[src/rtl/baud_gen_pkg.sv]
// Shared constants and helpers for the baud tick generator family.
// Holds OSR legality limits, default widths and an elaboration-time clog2.
package baud_gen_pkg;

    localparam int CNT_W_DEF  = 16;
    localparam int FRAC_W_DEF = 4;
    localparam int OSR_MIN    = 4;
    localparam int OSR_MAX    = 64;

    function automatic int clog2(input int value);
        int r = 0;
        for (int i = 0; i < 31; i++) begin
            if ((1 << i) < value) r = i + 1;
        end
        return r;
    endfunction

endpackage

[src/rtl/baud_frac_acc.sv]
// Fractional phase accumulator: adds frac_i on add_i, clears on clr_i, exposes carry.
// Carry is combinational from the current accumulator; state updates one cycle later.
module baud_frac_acc #(
    parameter int FRAC_W = 4
) (
    input  logic              clk,
    input  logic              reset,
    input  logic              add_i,
    input  logic              clr_i,
    input  logic [FRAC_W-1:0] frac_i,
    output logic              carry_o
);

    logic [FRAC_W-1:0] acc_q, acc_d;
    logic [FRAC_W:0]   sum;

    assign sum     = {1'b0, acc_q} + {1'b0, frac_i};
    assign carry_o = sum[FRAC_W];

    always_comb begin
        acc_d = acc_q;
        if (clr_i)      acc_d = '0;
        else if (add_i) acc_d = sum[FRAC_W-1:0];
    end

    always_ff @(posedge clk) begin
        if (reset) acc_q <= '0;
        else       acc_q <= acc_d;
    end

endmodule

[src/rtl/baud_tick_gen.sv]
// Fractional baud tick generator: oversample, mid-bit and end-of-bit ticks, registered one cycle after terminal count.
// No backpressure; enable holds state. Fractional divisor exists only when BAUD_GEN_FRAC_EN is defined.
module baud_tick_gen
    import baud_gen_pkg::*;
#(
    parameter int  CNT_W  = CNT_W_DEF,
    parameter int  FRAC_W = FRAC_W_DEF,
    parameter int  OSR    = 16,
    localparam int PH_W   = clog2(OSR)
) (
    input  logic              clk,
    input  logic              reset,
    input  logic              enable,
    input  logic [CNT_W-1:0]  baud_int,
    input  logic [FRAC_W-1:0] baud_frac,
    input  logic              load,
    input  logic              resync,
    output logic              os_tick,
    output logic              bit_tick,
    output logic              mid_tick,
    output logic [PH_W-1:0]   os_phase,
    output logic              cfg_ack
);

    if (OSR < OSR_MIN || OSR > OSR_MAX || (OSR % 2) != 0) begin : g_osr_check
        $error("baud_tick_gen: OSR must be even and within %0d..%0d", OSR_MIN, OSR_MAX);
    end

`ifdef BAUD_GEN_FRAC_EN
    localparam int CW = CNT_W + 1;
`else
    localparam int CW = CNT_W;
`endif

    logic [CW-1:0]    cnt_q, cnt_d;
    logic [PH_W-1:0]  phase_q, phase_d;
    logic [CNT_W-1:0] act_int_q, act_int_d, sh_int_q, sh_int_d;
    logic             pend_q, pend_d;
    logic             os_tick_q, os_tick_d;
    logic             cfg_ack_q, cfg_ack_d;
    logic             tc, apply, carry;
    logic [CNT_W-1:0] use_int;

    // A load arriving with the apply point bypasses the shadow so the newest value wins.
    assign tc      = enable && (cnt_q == '0);
    assign apply   = (tc && (load || pend_q)) || (pend_q && !enable);
    assign use_int = apply ? (load ? baud_int : sh_int_q) : act_int_q;

`ifdef BAUD_GEN_FRAC_EN
    logic [FRAC_W-1:0] act_frac_q, sh_frac_q;
    logic              acc_add;

    assign acc_add = tc && !resync && !apply;

    baud_frac_acc #(.FRAC_W(FRAC_W)) u_acc (
        .clk     (clk),
        .reset   (reset),
        .add_i   (acc_add),
        .clr_i   (apply),
        .frac_i  (act_frac_q),
        .carry_o (carry)
    );

    always_ff @(posedge clk) begin
        if (reset) begin
            act_frac_q <= '0;
            sh_frac_q  <= '0;
        end else begin
            if (load)  sh_frac_q  <= baud_frac;
            if (apply) act_frac_q <= load ? baud_frac : sh_frac_q;
        end
    end
`else
    logic unused_frac;
    assign unused_frac = ^baud_frac;
    assign carry       = 1'b0;
`endif

    always_comb begin
        sh_int_d  = load ? baud_int : sh_int_q;
        act_int_d = use_int;
        pend_d    = apply ? 1'b0 : (load | pend_q);
        cfg_ack_d = apply;
        os_tick_d = tc && !resync;
        cnt_d     = cnt_q;
        phase_d   = phase_q;
        if (resync) begin
            cnt_d   = CW'(use_int);
            phase_d = '0;
        end else begin
            if (tc)          cnt_d = CW'(use_int) + CW'(carry && !apply);
            else if (enable) cnt_d = cnt_q - CW'(1);
            // An emitted tick always advances phase, even if enable drops right after it.
            if (os_tick_q) phase_d = (phase_q == PH_W'(OSR-1)) ? '0 : phase_q + PH_W'(1);
        end
    end

    always_ff @(posedge clk) begin
        if (reset) begin
            cnt_q     <= '0;
            phase_q   <= '0;
            act_int_q <= '0;
            sh_int_q  <= '0;
            pend_q    <= 1'b0;
            os_tick_q <= 1'b0;
            cfg_ack_q <= 1'b0;
        end else begin
            cnt_q     <= cnt_d;
            phase_q   <= phase_d;
            act_int_q <= act_int_d;
            sh_int_q  <= sh_int_d;
            pend_q    <= pend_d;
            os_tick_q <= os_tick_d;
            cfg_ack_q <= cfg_ack_d;
        end
    end

    assign os_tick  = os_tick_q;
    assign os_phase = phase_q;
    assign cfg_ack  = cfg_ack_q;
    assign bit_tick = os_tick_q && (phase_q == PH_W'(OSR-1));
    assign mid_tick = os_tick_q && (phase_q == PH_W'(OSR/2-1));

endmodule

[config.mk]
export PLATFORM = sky130hd
export DESIGN_NAME = baud_tick_gen
export DESIGN_NICKNAME = d
export VERILOG_FILES = /design/src/rtl/baud_gen_pkg.sv /design/src/rtl/baud_frac_acc.sv /design/src/rtl/baud_tick_gen.sv
export SDC_FILE = /design/constraint.sdc
export NUM_CORES = 1
export LEC_CHECK = 0
export CAP_MARGIN = 20
export CORE_MARGIN = 1
export CORE_UTILIZATION = 55
export CTS_CLUSTER_DIAMETER = 60
export DETAILED_ROUTE_END_ITERATION = 12
export PLACE_DENSITY = 0.79
export SYNTH_ARGS = -nofsm -noshare
export SYNTH_HDL_FRONTEND = slang
export SYNTH_SLANG_ARGS = --single-unit
[constraint.sdc]
create_clock -name clk -period 2.9 [get_ports clk]
set_input_delay 0.435 -clock clk [delete_from_list [all_inputs] [get_ports clk]]
set_output_delay 0.435 -clock clk [all_outputs]
set_load 0.01 [all_outputs]
==> results of run 1 <==
==> where the power goes <==
group / switching, mW / total (mW) / internal, mW
clock: 0.243 / 0.413 / 0.170
combinational: 0.444 / 0.779 / 0.336
sequential: 0.0820 / 0.932 / 0.850
==> tightest hold or removal path, cell delays in order (launching register included) <==
cell     delay (ps)
dfxtp_1         320
mux2i_1          70
nor2_1           80
==> flip-flops by register name, summed over array words and instances, names as in the netlist <==
signal / cells
act_int_q: 16
cfg_ack: 1
cnt_q: 16
os_phase: 4
os_tick: 1
pend_q: 1
sh_int_q: 16
==> placed cells by master (no fill, tap or decap), types with 3 or more instances in the layout <==
| cell type | instances |
|---|---|
| o21ai_0 | 12 |
| nand3_1 | 4 |
| dfxtp_1 | 55 |
| nor4_1 | 7 |
| buf_4 | 11 |
| nor2_1 | 46 |
| nor3b_1 | 3 |
| a31oi_1 | 5 |
| clkdlybuf4s50_1 | 28 |
| o22ai_1 | 11 |
| mux2i_1 | 18 |
| a21oi_1 | 8 |
| clkbuf_8 | 5 |
| nand2_1 | 11 |
| inv_1 | 17 |
| ha_1 | 3 |
| nor2b_1 | 5 |
| mux2_2 | 13 |
| nor3_1 | 10 |
==> routing by layer <==
metal | wire length, µm | GRT usage | vias to the layer above
li1 | - | - | 1072
met1 | 2490 | 0.309 | 995
met2 | 2420 | 0.354 | 77
met3 | 384 | 0.0462 | 9
met4 | 82 | 0.113 | 0
met5 | 0 | 0 | -
==> metrics by stage <==
| step | util | cells | hold slack [ps] | cell area, µm² | power [mW] |
|---|---|---|---|---|---|
| 2_1_floorplan | - | 282 | 451 | 2560 | 1.52 |
| 3_3_place_gp | 0.659 | 358 | 469 | 2910 | 1.70 |
| 3_5_place_dp | 0.659 | 358 | 476 | 2910 | 1.71 |
| 4_1_cts | 0.677 | 366 | 498 | 2990 | 2.12 |
| 5_1_grt | 0.677 | 366 | 529 | 2990 | 2.25 |
| 6_report | 0.677 | 366 | 497 | 2990 | 2.12 |
==> final cells by class <==
class	count	area, µm²
well taps	52	65.1
fillers	379	1420
clock buffers	7	76.3
repair buffers	39	363
multi-input cells	195	1320
inverters	17	63.8
clock inverters	1	5.00
flip-flops and latches	55	1100
==> worst paths after layout <==
check,endpoint,slack (ps),cells after the start
max reg2reg,cnt_q[15],560,7
max,cnt_q[15],460,8
min reg2reg,sh_int_q[5],500,2
min,sh_int_q[5],500,2
==> cell families after synthesis <==
kind of cell	Yosys count	synth area share
buf+inv	32	0.0557
flops	55	0.430
mux	31	0.128
xor+xnor	2	0.00684
fa+ha+maj	3	0.0147
compound gates	57	0.153
simple gates	102	0.212
==> impl_metrics.ini, run 1 <==
[clock_tree]
clk_pin_slew_ps = 100
clk_path_buf_depth = 2
h-tree-depth = 2
clkSinkCount = 55
root_buffer = clkbuf_8
hold_buffers = 0
cts_resized = 0
cts_buffers = 5
clk_latency_ps = 310
post-cts-setup-buffer-count = 0
cts_tree = built

[setup_path]
crit_family = simple AND/OR/NAND/NOR gates
r2r_start = cnt_q[4]
crit_slowest_cell = clkdlybuf4s50_1
worst-path-buf-inv = 2
required_ps = 3080
worstSetupEndpointType = register
crit_chain = clkdlybuf4s50_1 > nor4b_4 > nand4_4 > nor2_4 > a22o_1 > buf_4 > mux2i_1 > o22ai_1
arrival_ps = 2620
criticalPathCategory = input port to register
startpoint_type = input port
startpoint = enable
critPathMaxFanout = 12
crit_path_max_incr_delay_ps = 490

[grt]
grt_pass1_wl_um = 9060
grt_max_degree = 28
first_global_vias = 1937
grt_overflow = 0
gr-usage-all-layers = 0.231
antenna_found_initial = 0

[timing]
skew_ps = 7.41
rsz0062_at_grt = no
finalCritPeriodShare = 0.841
hold_viol_final = 0
final_max_slew_viol_count = 0
fin_ws_ps = 462
fmax_ghz = 0.410
slew_headroom = 0.558
worst_pin_slew_ps = 662
period_minus_slack_ps = 2440
setup_viol = 0
tns_ps = 0

[place]
gp_congestion = 0.965
dp_hpwl_um = 3840
io_buffers = 28
pre_cts_slack_ps = 119

[synthesis]
synth_cells = 282
yosysMostFrequentCell = dfxtp_1
ys_types = 55
ys_seq_area_frac = 0.430
ys_ff_latch = 55
synth.top_cells.by_area = dfxtp_1 (43%), mux2i_1 (7.0%), nor2_1 (6.7%)
synth_ff_type = dfxtp_1
synthArstFlopShare = 0
yosysTopAreaCell = dfxtp_1
synth_edf_count = 0
syn_area_per_cell_um2 = 9.08
syn-num-nets = 310
yosysWarnings = 0
synth_common_cells = dfxtp_1 (55), nor2_1 (46), mux2i_1 (18), inv_1 (17), mux2_2 (13)
yosysTopAreaCellShare = 0.430
syn_area_mm2 = 0.00256

[route]
wl_um = 5380
wire_per_inst_um = 14.7
vias_per_cell = 5.88
drtAntennaViolNets = 0
vias = 2153
post-route-drc-count = 0
drt_iter0_markers = 114
firstDrtPassIters = 4

[hold_path]
min_path_type = register to register
hp-start = sh_int_q[5]

[final_layout]
antennaDiodeCount = 0
layout-drive-gt1-share = 0.131
syn_to_final_growth_pct = 16.8
final_net_count = 341

[die]
die-area_mm2 = 0.00493
die_w_um = 70.2
core_area_mm2 = 0.00441
rows = 24
die_height_um = 70.2
initial_core_util = 0.580
ioPinCount = 33

[outcome]
status = complete, no violations

[power_and_ir_drop]
powerDensity_mw_per_mm2 = 710
p_leak_nw = 1.12
vdd_drop_max_mv = 0.472

[run]
cap_violations = 0
No activity file was read; power rests on OpenSTA's default activity.
==> inputs of run 2 (changes only) <==
--- a/config.mk
+++ b/config.mk
@@ -7,10 +7,10 @@
 export LEC_CHECK = 0
 export CAP_MARGIN = 20
 export CORE_MARGIN = 1
-export CORE_UTILIZATION = 55
+export CORE_UTILIZATION = 49
 export CTS_CLUSTER_DIAMETER = 60
 export DETAILED_ROUTE_END_ITERATION = 12
-export PLACE_DENSITY = 0.79
+export PLACE_DENSITY = 0.75
 export SYNTH_ARGS = -nofsm -noshare
 export SYNTH_HDL_FRONTEND = slang
 export SYNTH_SLANG_ARGS = --single-unit
==> constraint.sdc (replaced) <==
create_clock -name clk -period 1.95 [get_ports clk]
set_input_delay 0.2925 -clock clk [delete_from_list [all_inputs] [get_ports clk]]
set_output_delay 0.2925 -clock clk [all_outputs]
set_load 0.01 [all_outputs]
==> run 2 against run 1 <==
Against the previous run: the flow now finishes with violations (setup timing); critical endpoint is now cnt_q[1]; sequential power is 47% higher; cell area is 15% higher; clock skew is 1.4 ps higher; worst hold slack better by 14 ps; first-iteration DRC count is 56% higher; critical path depth is 2 lower; power is 75% higher; via count is 11% higher; cell count is 14% higher; clock power is 60% higher.
==> impl_metrics.ini, run 2 (synthesis gave the netlist of run 1 again) <==
[setup_path]
rrSetupSlack_ps = -60
critPathMaxFanout = 4
required_ps = 2180
worstSetupEndpointType = register
criticalPathCategory = register to register
arrival_ps = 2230
startpoint_type = register

[outcome]
status = finished with violations
failed_checks = setup timing

[die]
core_area_mm2 = 0.00488
die_w_um = 74.3
initial_core_util = 0.525
rows = 25
die-area_mm2 = 0.00552
ioPinCount = 33
die_height_um = 74.3

[timing]
period_minus_slack_ps = 2010
finalCritPeriodShare = 1.03
fmax_ghz = 0.499
worst_pin_slew_ps = 356
slew_headroom = 0.760
skew_ps = 8.77
setup_viol = 3
fin_ws_ps = -55.7
rsz0062_at_grt = yes
final_max_slew_viol_count = 0
hold_viol_final = 0

[route]
firstDrtPassIters = 4
drt_iter0_markers = 178
post-route-drc-count = 0
drtAntennaViolNets = 0
vias_per_cell = 5.70
vias = 2382
wire_per_inst_um = 16.4
wl_um = 6840

[hold_path]
min_path_type = register to register

[power_and_ir_drop]
vdd_drop_max_mv = 0.627
p_leak_nw = 1.40
powerDensity_mw_per_mm2 = 1080

[final_layout]
top_regs = act_int_q x16, cnt_q x16, sh_int_q x16
layout-drive-gt1-share = 0.276
antennaDiodeCount = 0
syn_to_final_growth_pct = 34.6
layout_commonest_cell = dfxtp_1
stdcell_count = 418
mostFrequentLayoutCells = dfxtp_1 (50), buf_4 (46), nor2_1 (45)
final_net_count = 379
final_area_mm2 = 0.00344

[place]
dp_hpwl_um = 4730
postPlaceCellArea_mm2 = 0.00321
placed_cells = 407
gp_congestion = 1.00
io_buffers = 28

[run]
cap_violations = 0

[clock_tree]
root_buffer = clkbuf_8
cts_tree = built
clk_latency_ps = 310
clk_pin_slew_ps = 100
cts_buffers = 5
clk_path_buf_depth = 2
clkSinkCount = 55
h-tree-depth = 2

[grt]
first_global_vias = 2316
grt_overflow = 0
antenna_found_initial = 0
grt_pass1_wl_um = 10700
grt_max_degree = 35
gr-usage-all-layers = 0.258
-- run 2: changes by cell type in the layout (fill, tap and decap cells not counted), moves of 3 or more --
cell and change:
buf_4 +35, mux2_2 -8, mux2_4 +8, o22ai_1 -6, o22ai_2 +6, dfxtp_1 -5
dfxtp_2 +5, clkdlybuf4s50_1 -3
-- run 2: per-layer routing --
| metal | share of wire | GRT usage |
|---|---|---|
| met1 | 0.42 | 0.306 |
| met2 | 0.50 | 0.451 |
| met3 | 0.052 | 0.0528 |
| met4 | 0.027 | 0.113 |
| met5 | 0 | 0 |
-- run 2: metrics by stage --
stage	total power [mW]	worst slack [ps]	setup TNS (ps)	hold WS (ps)	utilization
finish	3.72	-55.7	-86.5	511	0.706
global route	3.92	-152	-788	550	0.706
CTS	3.58	-41.9	-49.6	517	0.685
detailed placement	2.86	-448	-10900	493	0.657
global placement	2.82	-388	-9160	470	0.657
floorplan	2.28	-20.3	-20.3	451	-
-- run 2: final timing paths --
check | startpoint | to | cells after the start
max | cnt_q[15] | cnt_q[1] | 6
min | sh_int_q[13] | sh_int_q[13] | 2
min reg2reg | sh_int_q[13] | sh_int_q[13] | 2
max reg2reg | cnt_q[15] | cnt_q[1] | 6
-- run 2: critical path, stage by stage, from the launching register on --
cell and delay, ps:
dfxtp_2 340, nor4b_4 350, nand4_4 190, nor2_4 180
nor3_2 70, or4_4 550, a221oi_2 240
-- run 2: area by class of cell --
type | count | area (µm²)
Fill cell | 383 | 1440
Clock buffer | 6 | 82.6
Timing Repair Buffer | 77 | 672
Sequential cell | 55 | 1110
Clock inverter | 1 | 8.76
Multi-Input combinational cell | 195 | 1430
Inverter | 17 | 63.8
Tap cell | 67 | 83.8
-- run 2: power by group --
part	switching [mW]	internal [mW]
combinational	0.861	0.823
sequential	0.103	1.27
clock	0.375	0.287
total	1.34	2.38
-- run 2: timing repair --
action / 4_1_cts / 5_1_grt
hold buffers: 0 / 0
pin swaps: 8 / 3
resized for setup: 12 / 20
endpoints found under the setup margin: 26 / 21
buffers inserted: 3 / 1
==> inputs of run 3 (changes only) <==
--- a/config.mk
+++ b/config.mk
@@ -5,7 +5,6 @@
 export SDC_FILE = /design/constraint.sdc
 export NUM_CORES = 1
 export LEC_CHECK = 0
-export CAP_MARGIN = 20
 export CORE_MARGIN = 1
 export CORE_UTILIZATION = 49
 export CTS_CLUSTER_DIAMETER = 60
==> results of run 3 <==
Final layout, timing and power as in run 2 (identical DEF).
